===== src/rtl/ad2s1210_pkg.sv =====
// Shared types for the ad2s1210 read scheduler: request encoding (matches the
// driver dest field) and scheduler FSM states.
package ad2s1210_pkg;

   typedef enum logic [1:0] {
      REQ_ANGLE = 2'd0,
      REQ_SPEED = 2'd1,
      REQ_FAULT = 2'd2
   } req_type_t;

   typedef enum logic [1:0] {
      IDLE,
      ISSUE,
      WAIT,
      GAP
   } sched_state_t;

   function automatic req_type_t next_slot(input req_type_t t);
      case (t)
         REQ_ANGLE: return REQ_SPEED;
         REQ_SPEED: return REQ_FAULT;
         default:   return REQ_ANGLE;
      endcase
   endfunction

endpackage


===== src/rtl/ad2s1210_read_scheduler_rr_arbiter_3.sv =====
// Three-way round-robin arbiter: searches pending slots starting at i_start
// in angle -> speed -> fault order and returns a one-hot grant plus its index.
module rr_arbiter_3
   import ad2s1210_pkg::*;
(
   input  logic [2:0] i_pending,
   input  req_type_t  i_start,
   output logic [2:0] o_grant,
   output req_type_t  o_grant_idx
);

   always_comb begin
      req_type_t w_slot;
      o_grant     = 3'b000;
      o_grant_idx = i_start;
      w_slot      = i_start;
      for (int k = 0; k < 3; k++) begin
         if (o_grant == 3'b000 && i_pending[w_slot]) begin
            o_grant[w_slot] = 1'b1;
            o_grant_idx     = w_slot;
         end
         w_slot = next_slot(w_slot);
      end
   end

endmodule


===== src/rtl/ad2s1210_read_scheduler.sv =====
// Serialises angle/speed/fault read requests onto the single ad2s1210 driver
// port, with a watchdog on each transfer and saturating overrun/timeout counters.
module ad2s1210_read_scheduler
   import ad2s1210_pkg::*;
#(
   parameter int TIMEOUT_CYCLES = 1024,
   parameter int GAP_CYCLES     = 4,
   parameter int CNT_WIDTH      = 16
) (
   input  logic                 i_clock,
   input  logic                 i_reset_n,
   input  logic                 i_angle_req,
   input  logic                 i_speed_req,
   input  logic                 i_fault_req,
   input  logic                 i_drv_done,
   input  logic                 i_clear_counters,
   output logic                 o_read_angle,
   output logic                 o_read_speed,
   output logic                 o_read_fault,
   output logic                 o_busy,
   output logic [2:0]           o_pending,
   output logic [CNT_WIDTH-1:0] o_overrun_cnt,
   output logic [CNT_WIDTH-1:0] o_timeout_cnt
);

   localparam int WD_W  = $clog2(TIMEOUT_CYCLES);
   localparam int GAP_W = (GAP_CYCLES > 1) ? $clog2(GAP_CYCLES) : 1;
   localparam logic [WD_W-1:0]  WD_LAST  = WD_W'(TIMEOUT_CYCLES - 1);
   localparam logic [GAP_W-1:0] GAP_LAST = GAP_W'((GAP_CYCLES > 0) ? GAP_CYCLES - 1 : 0);
   localparam sched_state_t     POST_XFER = (GAP_CYCLES == 0) ? IDLE : GAP;

   sched_state_t         r_state;
   req_type_t            r_ptr;
   logic [2:0]           r_pending;
   logic [2:0]           r_sel;
   logic [2:0]           r_read;
   logic [WD_W-1:0]      r_wdog;
   logic [GAP_W-1:0]     r_gap;
   logic [CNT_WIDTH-1:0] r_ovr_cnt;
   logic [CNT_WIDTH-1:0] r_to_cnt;

   logic [2:0]           w_req;
   logic [2:0]           w_issue_clr;
   logic [2:0]           w_ovr;
   logic [1:0]           w_ovr_n;
   logic [2:0]           w_grant;
   req_type_t            w_grant_idx;
   logic                 w_timeout;
   logic [CNT_WIDTH:0]   w_ovr_sum;
   logic [CNT_WIDTH:0]   w_to_sum;

   rr_arbiter_3 u_arb (
      .i_pending   (r_pending),
      .i_start     (r_ptr),
      .o_grant     (w_grant),
      .o_grant_idx (w_grant_idx)
   );

   assign w_req       = {i_fault_req, i_speed_req, i_angle_req};
   // A request landing on the very cycle its bit is being issued re-arms it
   // rather than counting as an overrun.
   assign w_issue_clr = (r_state == ISSUE) ? r_sel : 3'b000;
   assign w_ovr       = w_req & r_pending & ~w_issue_clr;
   assign w_ovr_n     = {1'b0, w_ovr[0]} + {1'b0, w_ovr[1]} + {1'b0, w_ovr[2]};
   assign w_timeout   = (r_state == WAIT) && !i_drv_done && (r_wdog == WD_LAST);
   assign w_ovr_sum   = {1'b0, r_ovr_cnt} + {{(CNT_WIDTH-1){1'b0}}, w_ovr_n};
   assign w_to_sum    = {1'b0, r_to_cnt} + (CNT_WIDTH+1)'(1);

   always_ff @(posedge i_clock or negedge i_reset_n) begin
      if (!i_reset_n) begin
         r_pending <= 3'b000;
         r_ovr_cnt <= '0;
         r_to_cnt  <= '0;
      end else begin
         r_pending <= (r_pending & ~w_issue_clr) | w_req;
         if (i_clear_counters)
            r_ovr_cnt <= '0;
         else if (w_ovr_n != 2'd0)
            r_ovr_cnt <= w_ovr_sum[CNT_WIDTH] ? '1 : w_ovr_sum[CNT_WIDTH-1:0];
         if (i_clear_counters)
            r_to_cnt <= '0;
         else if (w_timeout)
            r_to_cnt <= w_to_sum[CNT_WIDTH] ? '1 : w_to_sum[CNT_WIDTH-1:0];
      end
   end

   always_ff @(posedge i_clock or negedge i_reset_n) begin
      if (!i_reset_n) begin
         r_state <= IDLE;
         r_ptr   <= REQ_ANGLE;
         r_sel   <= 3'b000;
         r_read  <= 3'b000;
         r_wdog  <= '0;
         r_gap   <= '0;
      end else begin
         case (r_state)
            IDLE: begin
               if (|r_pending) begin
                  r_state <= ISSUE;
                  r_sel   <= w_grant;
                  r_read  <= w_grant;
                  r_ptr   <= next_slot(w_grant_idx);
               end
            end
            ISSUE: begin
               r_read  <= 3'b000;
               r_wdog  <= '0;
               r_state <= WAIT;
            end
            WAIT: begin
               // Done beats a same-cycle watchdog expiry; an aborted read is dropped.
               if (i_drv_done || r_wdog == WD_LAST) begin
                  r_state <= POST_XFER;
                  r_gap   <= '0;
               end else begin
                  r_wdog <= r_wdog + 1'b1;
               end
            end
            GAP: begin
               if (r_gap == GAP_LAST) r_state <= IDLE;
               else                   r_gap   <= r_gap + 1'b1;
            end
            default: r_state <= IDLE;
         endcase
      end
   end

   assign o_read_angle  = r_read[0];
   assign o_read_speed  = r_read[1];
   assign o_read_fault  = r_read[2];
   assign o_busy        = (r_state == ISSUE) || (r_state == WAIT);
   assign o_pending     = r_pending;
   assign o_overrun_cnt = r_ovr_cnt;
   assign o_timeout_cnt = r_to_cnt;

endmodule

===== config.mk =====
export PLATFORM = sky130hd
export DESIGN_NAME = ad2s1210_read_scheduler
export DESIGN_NICKNAME = d
export VERILOG_FILES = /design/src/rtl/ad2s1210_pkg.sv /design/src/rtl/ad2s1210_read_scheduler_rr_arbiter_3.sv /design/src/rtl/ad2s1210_read_scheduler.sv
export SDC_FILE = /design/constraint.sdc
export NUM_CORES = 1
export LEC_CHECK = 0
export ABC_AREA = 1
export BUFFER_PORTS_ARGS = -buffer_cell sky130_fd_sc_hd__buf_2
export CORE_UTILIZATION = 55
export DETAILED_ROUTE_END_ITERATION = 10
export GPL_TIMING_DRIVEN = 1
export PLACE_DENSITY = 0.77
export SLEW_MARGIN = 15
export SYNTH_ARGS = -nofsm -noshare
export SYNTH_HDL_FRONTEND = slang
export SYNTH_SLANG_ARGS = --single-unit

===== constraint.sdc =====
create_clock -name i_clock -period 4.73 [get_ports i_clock]
set_input_delay 0.2365 -clock i_clock [delete_from_list [all_inputs] [get_ports i_clock]]
set_output_delay 0.2365 -clock i_clock [all_outputs]
set_load 0.01 [all_outputs]

* After elaboration in Yosys (flattened, before gate mapping)
Cells that the tools add are included.
Widths: inputs -> output; s select.
** Word-level totals
- Flip-flop bits (word level) :: 57
- Bits of input ports :: 7
- Output and inout bits :: 39
- Logic and storage cells :: 107
** Cells by class
- $add $sub $neg :: 6
- Order comparisons :: 6
- Eq/ne operators :: 13
- Muxes and demuxes :: 38
- Bitwise gates (word level) :: 7
- Reductions and logical operators :: 28
** Operators by type and width (count)
- $mux 16 :: 6
- $pmux 10 s2 :: 1
- $add 16x1->17 const B :: 1
- $add 16x2->17 :: 1
- $pmux 2 s2 :: 4
- $mux 3 :: 5
- $mux 2 :: 7
- $reduce_bool 2->1 :: 6
- $add 10x1->10 const B :: 1
- $eq 10x10->1 const B :: 1
- $mux 10 :: 1
- $ne 2x2->1 const B :: 5
- $and 3x3->3 :: 3
- $lt 2x3->1 const B :: 3
- $or 3x3->3 :: 3
- $eq 2x1->1 const B :: 4
- $logic_not 2->1 :: 4
- $pmux 2 s4 :: 1
- $logic_and 1x1->1 :: 7
- $bmux 1 s2 :: 3
- $demux 1 s2 :: 3
- $eq 2x2->1 const B :: 3
- $ge 2x1->1 const B :: 3
- $logic_not 3->1 :: 2
- 11 further kinds :: 20

* Depth between registers and ports, before layout
Gate-level depths: netlist (run 1).
- Depth in word-level cells :: 13
- Gate-level depth with buffers :: 17
- Depth with buffers taken out :: 17

* Modules after synthesis
From an unflattened synthesis (run 1), not the netlist that was laid out.
** Second synthesis, totals
- Cell total of the unflattened synthesis :: 577
- Area, all modules :: 3906.2 µm²
** By module, submodules not included
- ad2s1210_read_scheduler :: times used 1, cells each 528, area each 3598.5 µm², sequential area each 1426.4 µm²
- rr_arbiter_3 :: times used 1, cells each 49, area each 307.8 µm², sequential area each 0.0 µm²

* Worst setup path before layout (run 1)
No wires, ideal clock.
- Path kind :: reg-to-reg
- Start point :: register r_state[1]
- End point :: register r_ovr_cnt[3] (netlist: o_overrun_cnt[3])
- Setup time :: 0.129 ns
- Arrival time :: 2.769 ns
- Required time :: 4.601 ns
- Setup slack :: 1.832 ns
- Cell stages (with the launch flop) :: 17
- Path buffers :: 0
- Period minus slack after synthesis :: 2.898 ns
- Path through :: dfrtp_1 inv_1 ha_1 inv_1 o21ai_0 nor2_1 fa_1 ha_1 fa_1 nand3_2 nor3_2 nand2_2 inv_2 nand4_1 inv_2 o21ai_0 o21ai_0
** On the way
- Longest elaborated chain between the ends :: 10
- Elaborated cells between the ends (all ways) :: 12
- Classes of those cells :: add/sub: 3; eq/ne: 1; mux: 4; bitwise: 2; reduce/logical: 2
** Ends and longest elaborated chain
- from (decl) :: RTL line ad2s1210_read_scheduler.sv:32 : sched_state_t r_state;
- from (signal assigned) :: RTL line ad2s1210_read_scheduler.sv:89 : r_state <= IDLE;
- from (signal assigned) :: RTL line ad2s1210_read_scheduler.sv:99 : r_state <= ISSUE;
- from (signal assigned) :: RTL line ad2s1210_read_scheduler.sv:108 : r_state <= WAIT;
- $eq 2x1->1 (*) :: RTL line ad2s1210_read_scheduler.sv:62 : assign w_issue_clr = (r_state == ISSUE) ? r_sel : 3'b000;
- $mux 3 (*) :: RTL line ad2s1210_read_scheduler.sv:62
- $not 3->3 (*) :: RTL line ad2s1210_read_scheduler.sv:63 : assign w_ovr = w_req & r_pending & ~w_issue_clr;
- $and 3x3->3 (*) :: RTL line ad2s1210_read_scheduler.sv:63
- $add 1x1->2 :: RTL line ad2s1210_read_scheduler.sv:64 : assign w_ovr_n = {1'b0, w_ovr[0]} + {1'b0, w_ovr[1]} + {1'b0, w_ovr[2]};
- $add 2x1->2 (*) :: RTL line ad2s1210_read_scheduler.sv:64
- $add 16x2->17 :: RTL line ad2s1210_read_scheduler.sv:66 : assign w_ovr_sum = {1'b0, r_ovr_cnt} + {{(CNT_WIDTH-1){1'b0}}, w_ovr_n};
- $mux 16 :: RTL line ad2s1210_read_scheduler.sv:79 : r_ovr_cnt <= w_ovr_sum[CNT_WIDTH] ? '1 : w_ovr_sum[CNT_WIDTH-1:0];
- $mux 16 :: RTL line ad2s1210_read_scheduler.sv:78 : else if (w_ovr_n != 2'd0)
- $mux 16 :: RTL line ad2s1210_read_scheduler.sv:76 : if (i_clear_counters)
- to (signal assigned) :: RTL line ad2s1210_read_scheduler.sv:79
- to (decl) :: RTL line ad2s1210_read_scheduler.sv:39 : logic [CNT_WIDTH-1:0] r_ovr_cnt;
Mark *: on every way between the ends. The rest lies on a longest branch, timed or not. The select of a mux whose other input is x is not followed.
A chain may end at the register's enable or synchronous reset.

* Worst setup path in the final report (run 1)
- Start point :: register r_state[1]
- End point :: register r_ovr_cnt[10] (netlist: o_overrun_cnt[10])
Same word-level chain as after synthesis.

==> metrics.md, run 1 <==
| Metric | Value |
|---|---|
| Worst Setup End Kind | `flip-flop` |
| Fmax | `0.3006 GHz` |
| Post-CTS Setup Bufs | `0` |
| Post-layout min period | `3.327 ns` |
| Horiz. Die Dim | `81.70 µm` |
| Core Area | `6026 µm²` |
| CTS tree | `done` |
| Finished Layout Cells | `610` |
| Detailed placer's ending HPWL | `5562 µm` |
| Layout area overhead | `14.79%` |
| Cts hold-fix bufs | `0` |
| Gr usage total | `25.31%` |
| Element type at the critical path start | `flip-flop` |
| Routability cong. | `0.9527` |
| Vias per cell | `5.326` |
| Internal Power | `1.013 mW` |
| Initial antenna violation count | `0` |
| Worst-path clk slew | `0.07 ns` |
| Syn_nets | `495` |
| TNS Setup | `0 ns` |
| Status | `complete, no violations` |
| Final Hold Viols | `0` |
| Fin Clk Skew | `0.005668 ns` |
| Commonest non-fill, non-tap cell in the layout | `nand2_1` |
| Die Area | `6674 µm²` |
| ANT cells | `0` |
| RSZ-0062 raised after global routing | `false` |
| Worst-Skew Late Latency | `0.34 ns` |
| Part of the power in registers | `37.9%` |
| Max Root-Sink Buffers | `2` |
| Worst-margin pin slew | `0.9140 ns` |
| WL final | `7764 µm` |
| Switching power | `0.6294 mW` |
| Netlist cell types | `33` |
| Routed len/inst | `12.73 µm` |
| IO Pins | `46` |
| Pre-Repair DR Iteration Count | `4` |
| Min-Delay Path Class | `in -> async` |
| Post-CTS sizing | `0` |
| Post-route ant nets | `0` |
| Cell total after placement | `594` |
| Crit Path Class | `reg -> reg` |
| DR iter-0 viols | `167` |
| Crit-path max FO | `10` |
| Nets@finish | `548` |
| DR vias | `3,249` |
| Slew HR | `38.84%` |
| Port bufs | `45` |
| Total grt overflow | `0` |
| Post-Syn Area | `3493 µm²` |
| Row Count | `28` |
| Die H | `81.70 µm` |
| Clock network power share | `29.0%` |
| Cts bufs inserted | `9` |
| Drt drc | `0` |
| Clk Tree Root Cell | `clkbuf_8` |
| Post-synthesis cell count | `477` |
| Most frequent cells in the layout | `126 x nand2_1, 70 x inv_1, 57 x dfrtp_1` |
| Power Total | `1.642 mW` |
| Crit share post-route | `70.34%` |
| Initial Util | `57.97%` |
| Logic pwr share | `33.1%` |
| Leak | `2.028 nW` |
| Worst reg2reg setup slack | `1.40 ns` |
| H-tree depth | `3` |
| CP arrival | `3.58 ns` |
| WP data required | `4.98 ns` |
| PwrDens | `409.6 nW/µm²` |
| FF-to-FF Start | `r_state[1]` |
| Reg2reg path depth | `16` |
| Max Slew Vio Count | `0` |
| Sw frac | `38.32%` |
| Max-Cap Viols | `0` |
| Register bit count reported by yosys | `57` |
| Vias in the first global route | `2,899` |
| Seq/Total Area, Yosys | `40.83%` |
| Pin count of the biggest net entering global routing | `58` |
| Final setup viols | `0` |
| Post-synthesis area per instance | `7.324 µm²` |
| First-pass GRT wire length | `12,800 µm` |
| Reg-to-reg endpoint | `o_overrun_cnt[10]` |
| Clk sinks | `57` |
| Share of layout cells above drive strength 1 | `15.33%` |
| Maximum vdd drop | `313.6 µV` |
| Syn. warnings | `0` |
routing by layer:
layer	vias to the layer above	wire length, µm	track usage, %
li1	1653	-	-
met1	1500	3631	32.67
met2	82	3680	41.42
met3	14	306	4.556
met4	0	146	11.23
met5	-	0	0
through the flow:
step	setup slack [ns]	instance area, µm²	utilization, %	hold slack [ns]
final	1.403	4010	66.55	0.02888
after global routing	1.086	4010	66.55	0.1056
after CTS	1.391	4010	66.55	0.06082
after detailed placement	1.432	3799	63.04	0.4265
after global placement	1.613	3799	63.04	0.4250
after floorplan	1.832	3493	-	-0.05909
cells by family (layout without fill, tap and decap cells):
family / Yosys count / in the layout / synth area share, %
buffers and inverters: 80 / 138 / 8.882
XOR/XNOR: 16 / 16 / 4.012
flip-flops: 57 / 57 / 40.83
AND/OR/NAND/NOR: 232 / 232 / 29.51
adder cells (fa/ha/maj): 11 / 11 / 4.370
AO/OA/AOI/OAI: 81 / 81 / 12.39
flip-flops by register name, indices dropped and copies added, names as in the netlist:
name           count
r_read             3
r_wdog            10
r_state            2
r_ptr              2
o_overrun_cnt     16
o_timeout_cnt     16
o_pending          3
r_sel              3
r_gap              2
power groups by stage:
stage	Combinational [mW]	Clock, mW	Sequential [mW]
finish	0.543	0.476	0.623
global route	0.626	0.502	0.633
CTS	0.546	0.485	0.623
detailed placement	0.540	0	0.632
global placement	0.528	0	0.630
floorplan	0.393	0	0.622
worst max-delay path, cell delays in order, from the launching register on:
cell     delay (ns)
dfrtp_1        0.40
inv_1          0.10
ha_1           0.17
inv_1          0.10
o21ai_0        0.27
nor2_1         0.10
fa_1           0.58
ha_1           0.18
fa_1           0.22
nand3_2        0.11
nor3_2         0.24
nand2_2        0.13
inv_2          0.08
nand4_1        0.14
inv_2          0.18
o21ai_0        0.09
o21ai_0        0.13
cell usage after synthesis:
master       n  area share [%]
nand2_1    126              14
inv_1       70             7.5
dfrtp_1     57              41
o21ai_0     52             7.4
nor2_1      35             3.8
nand3_1     30             4.3
xor2_1      14             3.5
nand4_1     12             2.1
nor3_1      11             1.6
a21oi_1      9             1.3
ha_1         9             3.2
o21ai_1      9             1.3
inv_2        4            0.43
nor3_2       4             1.1
o31ai_1      4            0.86
nand3_2      3            0.86
or2_2        3            0.54
buf_2        2            0.29
clkbuf_1     2            0.21
fa_1         2             1.1
nand2_2      2            0.36
nand3b_1     2            0.43
nor2_2       2            0.36
o21bai_1     2            0.43
o22ai_1      2            0.36
xnor2_1      2            0.50
buf_6        1            0.32
clkinv_1     1            0.11
nor2_4       1            0.32
nor4_1       1            0.18
o2111ai_1    1            0.25
o211ai_1     1            0.21
o221ai_1     1            0.25
worst max-delay path by stage:
stage,start,slack [ns],cells past startpoint,endpoint
final,r_state[1],1.40,16,o_overrun_cnt[10]
after CTS,r_state[1],1.39,16,o_overrun_cnt[10]
after floorplan,r_state[1],1.83,16,o_overrun_cnt[3]
after detailed placement,r_state[1],1.43,16,o_overrun_cnt[10]
after global routing,r_state[1],1.09,16,o_overrun_cnt[10]
after global placement,r_state[1],1.61,16,o_overrun_cnt[3]
final cells by class:
type	count	area, µm²
fill	539	2016
multi-input combinational	340	1757
clock inverter	1	5.005
clock buffer	15	206.4
inverter	75	281.5
tap	75	93.84
timing repair buffer	47	240.2
sequential	57	1426
No activity file was read; power rests on OpenSTA's default activity.
==> run 2, diff against run 1 <==
--- a/config.mk
+++ b/config.mk
@@ -7,10 +7,10 @@
 export LEC_CHECK = 0
 export ABC_AREA = 1
 export BUFFER_PORTS_ARGS = -buffer_cell sky130_fd_sc_hd__buf_2
-export CORE_UTILIZATION = 55
+export CORE_UTILIZATION = 52
 export DETAILED_ROUTE_END_ITERATION = 10
 export GPL_TIMING_DRIVEN = 1
-export PLACE_DENSITY = 0.77
+export PLACE_DENSITY = 0.76
 export SLEW_MARGIN = 15
 export SYNTH_ARGS = -nofsm -noshare
 export SYNTH_HDL_FRONTEND = slang
==> constraint.sdc (replaced) <==
create_clock -name i_clock -period 2.7 [get_ports i_clock]
set_input_delay 0.135 -clock i_clock [delete_from_list [all_inputs] [get_ports i_clock]]
set_output_delay 0.135 -clock i_clock [all_outputs]
set_load 0.01 [all_outputs]
==> metrics.md, run 2 (synthesis gave the netlist of run 1 again) <==
| Metric | Value |
|---|---|
| Slowest cell on crit path | `fa_1` |
| ANT cells | `0 (unchanged)` |
| Post-route ant nets | `0 (unchanged)` |
| Switching power | `1.203 mW (+91%)` |
| Critical Path Most Common Cell | `inv_2` |
| Power Total | `3.088 mW (+88%)` |
| Clk sinks | `57 (unchanged)` |
| Initial Util | `54.39% (-3.6 points)` |
| Sw frac | `38.94% (+0.62 points)` |
| Detailed placer's ending HPWL | `5932 µm (+6.6%)` |
| Fmax | `0.3371 GHz (+12%)` |
| Vias per cell | `5.477 (+2.8%)` |
| Die Area | `7050 µm² (+5.6%)` |
| Buffers and inverters on the worst path | `4 (unchanged)` |
| Worst Setup End Kind | `flip-flop` |
| Max Root-Sink Buffers | `2 (unchanged)` |
| Initial antenna violation count | `0 (unchanged)` |
| WL final | `8790 µm (+13%)` |
| H-tree depth | `3 (unchanged)` |
| Routability cong. | `0.8958 (-6.0%)` |
| Final setup margin | `-0.2666 ns (-1.669 ns)` |
| CP arrival | `3.22 ns (-0.36 ns)` |
| Port bufs | `45 (unchanged)` |
| First-pass GRT wire length | `15,030 µm (+17%)` |
| Layout filler cell count | `527 (-2.2%)` |
| Layout area overhead | `23.39%` |
| WP data required | `2.96 ns (-2.02 ns)` |
| Leak | `2.209 nW (+9.0%)` |
| Vias in the first global route | `3,374 (+16%)` |
| CTS tree | `done` |
| DR iter-0 viols | `208 (+25%)` |
| Crit Path Class | `reg -> reg` |
| Failing checks | `design-rule violations, negative setup slack` |
| Most frequent cells in the layout | `125 x nand2_1, 68 x inv_1, 57 x dfrtp_1` |
| Clk Tree Root Cell | `clkbuf_8` |
| Pin count of the biggest net entering global routing | `58 (unchanged)` |
| WHS | `0.01431 ns (-0.01457 ns)` |
| Routed len/inst | `13.69 µm (+7.6%)` |
| Maximum vdd drop | `436.4 µV (+39%)` |
| Max-Cap Viols | `0 (unchanged)` |
| Crit-path max FO | `5 (-5)` |
| Commonest non-fill, non-tap cell in the layout | `nand2_1` |
| Pre-Repair DR Iteration Count | `8 (+4)` |
| Min-Delay Path Class | `in -> reg` |
| Fin Clk Skew | `0.008059 ns (+0.002391 ns)` |
| Total grt overflow | `0 (unchanged)` |
| DR vias | `3,516 (+8.2%)` |
| Core Area | `6422 µm² (+6.6%)` |
| Die H | `83.97 µm (+2.8%)` |
| IO Pins | `46 (unchanged)` |
| Logic pwr share | `38.5% (+5.4 points)` |
| Final setup viols | `16 (+16)` |
| Slew HR | `51.03% (+12 points)` |
| Post-layout min period | `2.967 ns (-0.3606 ns)` |
| Element type at the critical path start | `flip-flop` |
| Final Hold Viols | `0 (unchanged)` |
| Worst-path clk slew | `0.06 ns (about the same)` |
| Horiz. Die Dim | `83.97 µm (+2.8%)` |
| Max stage delay on crit path | `0.57 ns (about the same)` |
| Nets@finish | `578 (+5.5%)` |
| Cts bufs inserted | `9 (unchanged)` |
| Crit share post-route | `109.9% (+40 points)` |
| Internal Power | `1.886 mW (+86%)` |
| Share of layout cells above drive strength 1 | `22.30% (+7.0 points)` |
| Family with the most delay on the worst path | `adder cells` |
| Worst-path cell chain | `inv_2 > ha_4 > inv_4 > o21ai_4 > nor2_2 > fa_1 > ha_2 > fa_2 > nand3_4 > nor3_4 > nand2_2 > inv_2 > nand4_1 > inv_2 > o21ai_0 > o21ai_0` |
| Drt drc | `4 (+4)` |
| Worst-margin pin slew | `0.7345 ns (-0.1795 ns)` |
| PwrDens | `716.5 nW/µm² (+75%)` |
| Max Slew Vio Count | `0 (unchanged)` |
| Worst-Skew Late Latency | `0.35 ns (about the same)` |
| Row Count | `29 (+3.6%)` |
| Part of the power in registers | `35.6% (-2.3 points)` |
| Clock network power share | `25.9% (-3.1 points)` |
| Status | `finished with violations` |
| RSZ-0062 raised after global routing | `true` |
| Gr usage total | `27.05% (+1.7 points)` |
-- run 2: cell types whose count changed in the layout (fill, tap and decap cells not counted), moves of 2 or more --
| cell | previous run | this run |
|---|---|---|
| nand3_2 | 3 | 5 |
| nor3_2 | 4 | 2 |
| ha_1 | 9 | 7 |
| o21ai_0 | 52 | 35 |
| o21ai_2 | 0 | 3 |
| clkbuf_8 | 15 | 10 |
| inv_1 | 70 | 68 |
| nor3_4 | 0 | 2 |
| buf_4 | 2 | 30 |
| nor2_1 | 35 | 30 |
| o21ai_1 | 9 | 22 |
| clkbuf_1 | 0 | 3 |
| nor2_2 | 2 | 7 |
| nand3_1 | 30 | 27 |
-- run 2: final cells by class --
cell class | instances | area, µm² | area share, %
timing repair buffer | 76 | 460.4 | 10.68
tap | 77 | 96.34 | 2.235
clock inverter | 3 | 40.04 | 0.9289
clock buffer | 13 | 148.9 | 3.454
sequential | 57 | 1426 | 33.09
inverter | 75 | 284.0 | 6.589
timing repair inverter | 1 | 7.507 | 0.1742
multi-input combinational | 340 | 1847 | 42.84
-- run 2: per-layer routing --
| metal | vias to the layer above | track usage, % | share of wire (%) |
|---|---|---|---|
| met2 | 122 | 43.37 | 47 |
| met5 | - | 0 | 0 |
| met1 | 1653 | 34.11 | 45 |
| met3 | 25 | 5.737 | 5.5 |
| met4 | 0 | 14.89 | 3.1 |
| li1 | 1716 | - | - |
-- run 2: worst paths after layout --
kind,endpoint,from,depth (start not counted),slack [ns]
setup reg to reg,o_overrun_cnt[5],r_state[1],16,-0.27
min in group asynchronous,r_ptr[1],i_reset_n,3,0.47
setup / recovery,o_overrun_cnt[5],r_state[1],16,-0.27
hold reg to reg,r_read[2],r_read[2],2,0.48
max in group asynchronous,o_overrun_cnt[1],i_reset_n,3,1.75
hold / removal,o_pending[0],i_angle_req,3,0.01
-- run 2: per-stage QoR --
stage / TNS (ns) / cells / cell area (µm²) / utilization [%] / setup WS, ns
2_1_floorplan: -1.176 / 477 / 3533 / - / -0.1018
3_3_place_gp: -1.851 / 610 / 3946 / 61.45 / -0.1497
3_5_place_dp: -3.643 / 610 / 3946 / 61.45 / -0.2950
4_1_cts: -2.202 / 639 / 4262 / 66.36 / -0.1674
5_1_grt: -5.783 / 642 / 4310 / 67.11 / -0.4558
6_report: -3.408 / 642 / 4310 / 67.11 / -0.2666
-- run 2: repair_timing --
item                                    CTS  global route
gates resized for setup                  20             6
cloned                                    1             0
endpoints found under the setup margin   16            17
pin swaps                                 7             2
endpoints found under the hold margin    57             0
hold buffers                              1             0
setup buffers                            11             3
-- run 2: power by group through the flow --
stage / registers [mW] / clock network (mW) / logic [mW]
floorplan: 1.10 / 0 / 0.723
global placement: 1.10 / 0 / 1.04
detailed placement: 1.11 / 0 / 1.07
CTS: 1.09 / 0.806 / 1.14
global route: 1.12 / 0.848 / 1.35
finish: 1.10 / 0.799 / 1.19
-- run 2: worst register-to-register path, delay by kind of cell, from the launching register on --
family | cells | cell delay [ns]
AND/OR/NAND/NOR | 5 | 0.61
buffers and inverters | 4 | 0.39
AO/OA/AOI/OAI | 3 | 0.36
adder cells (fa/ha/maj) | 4 | 1.15
flip-flops | 1 | 0.39
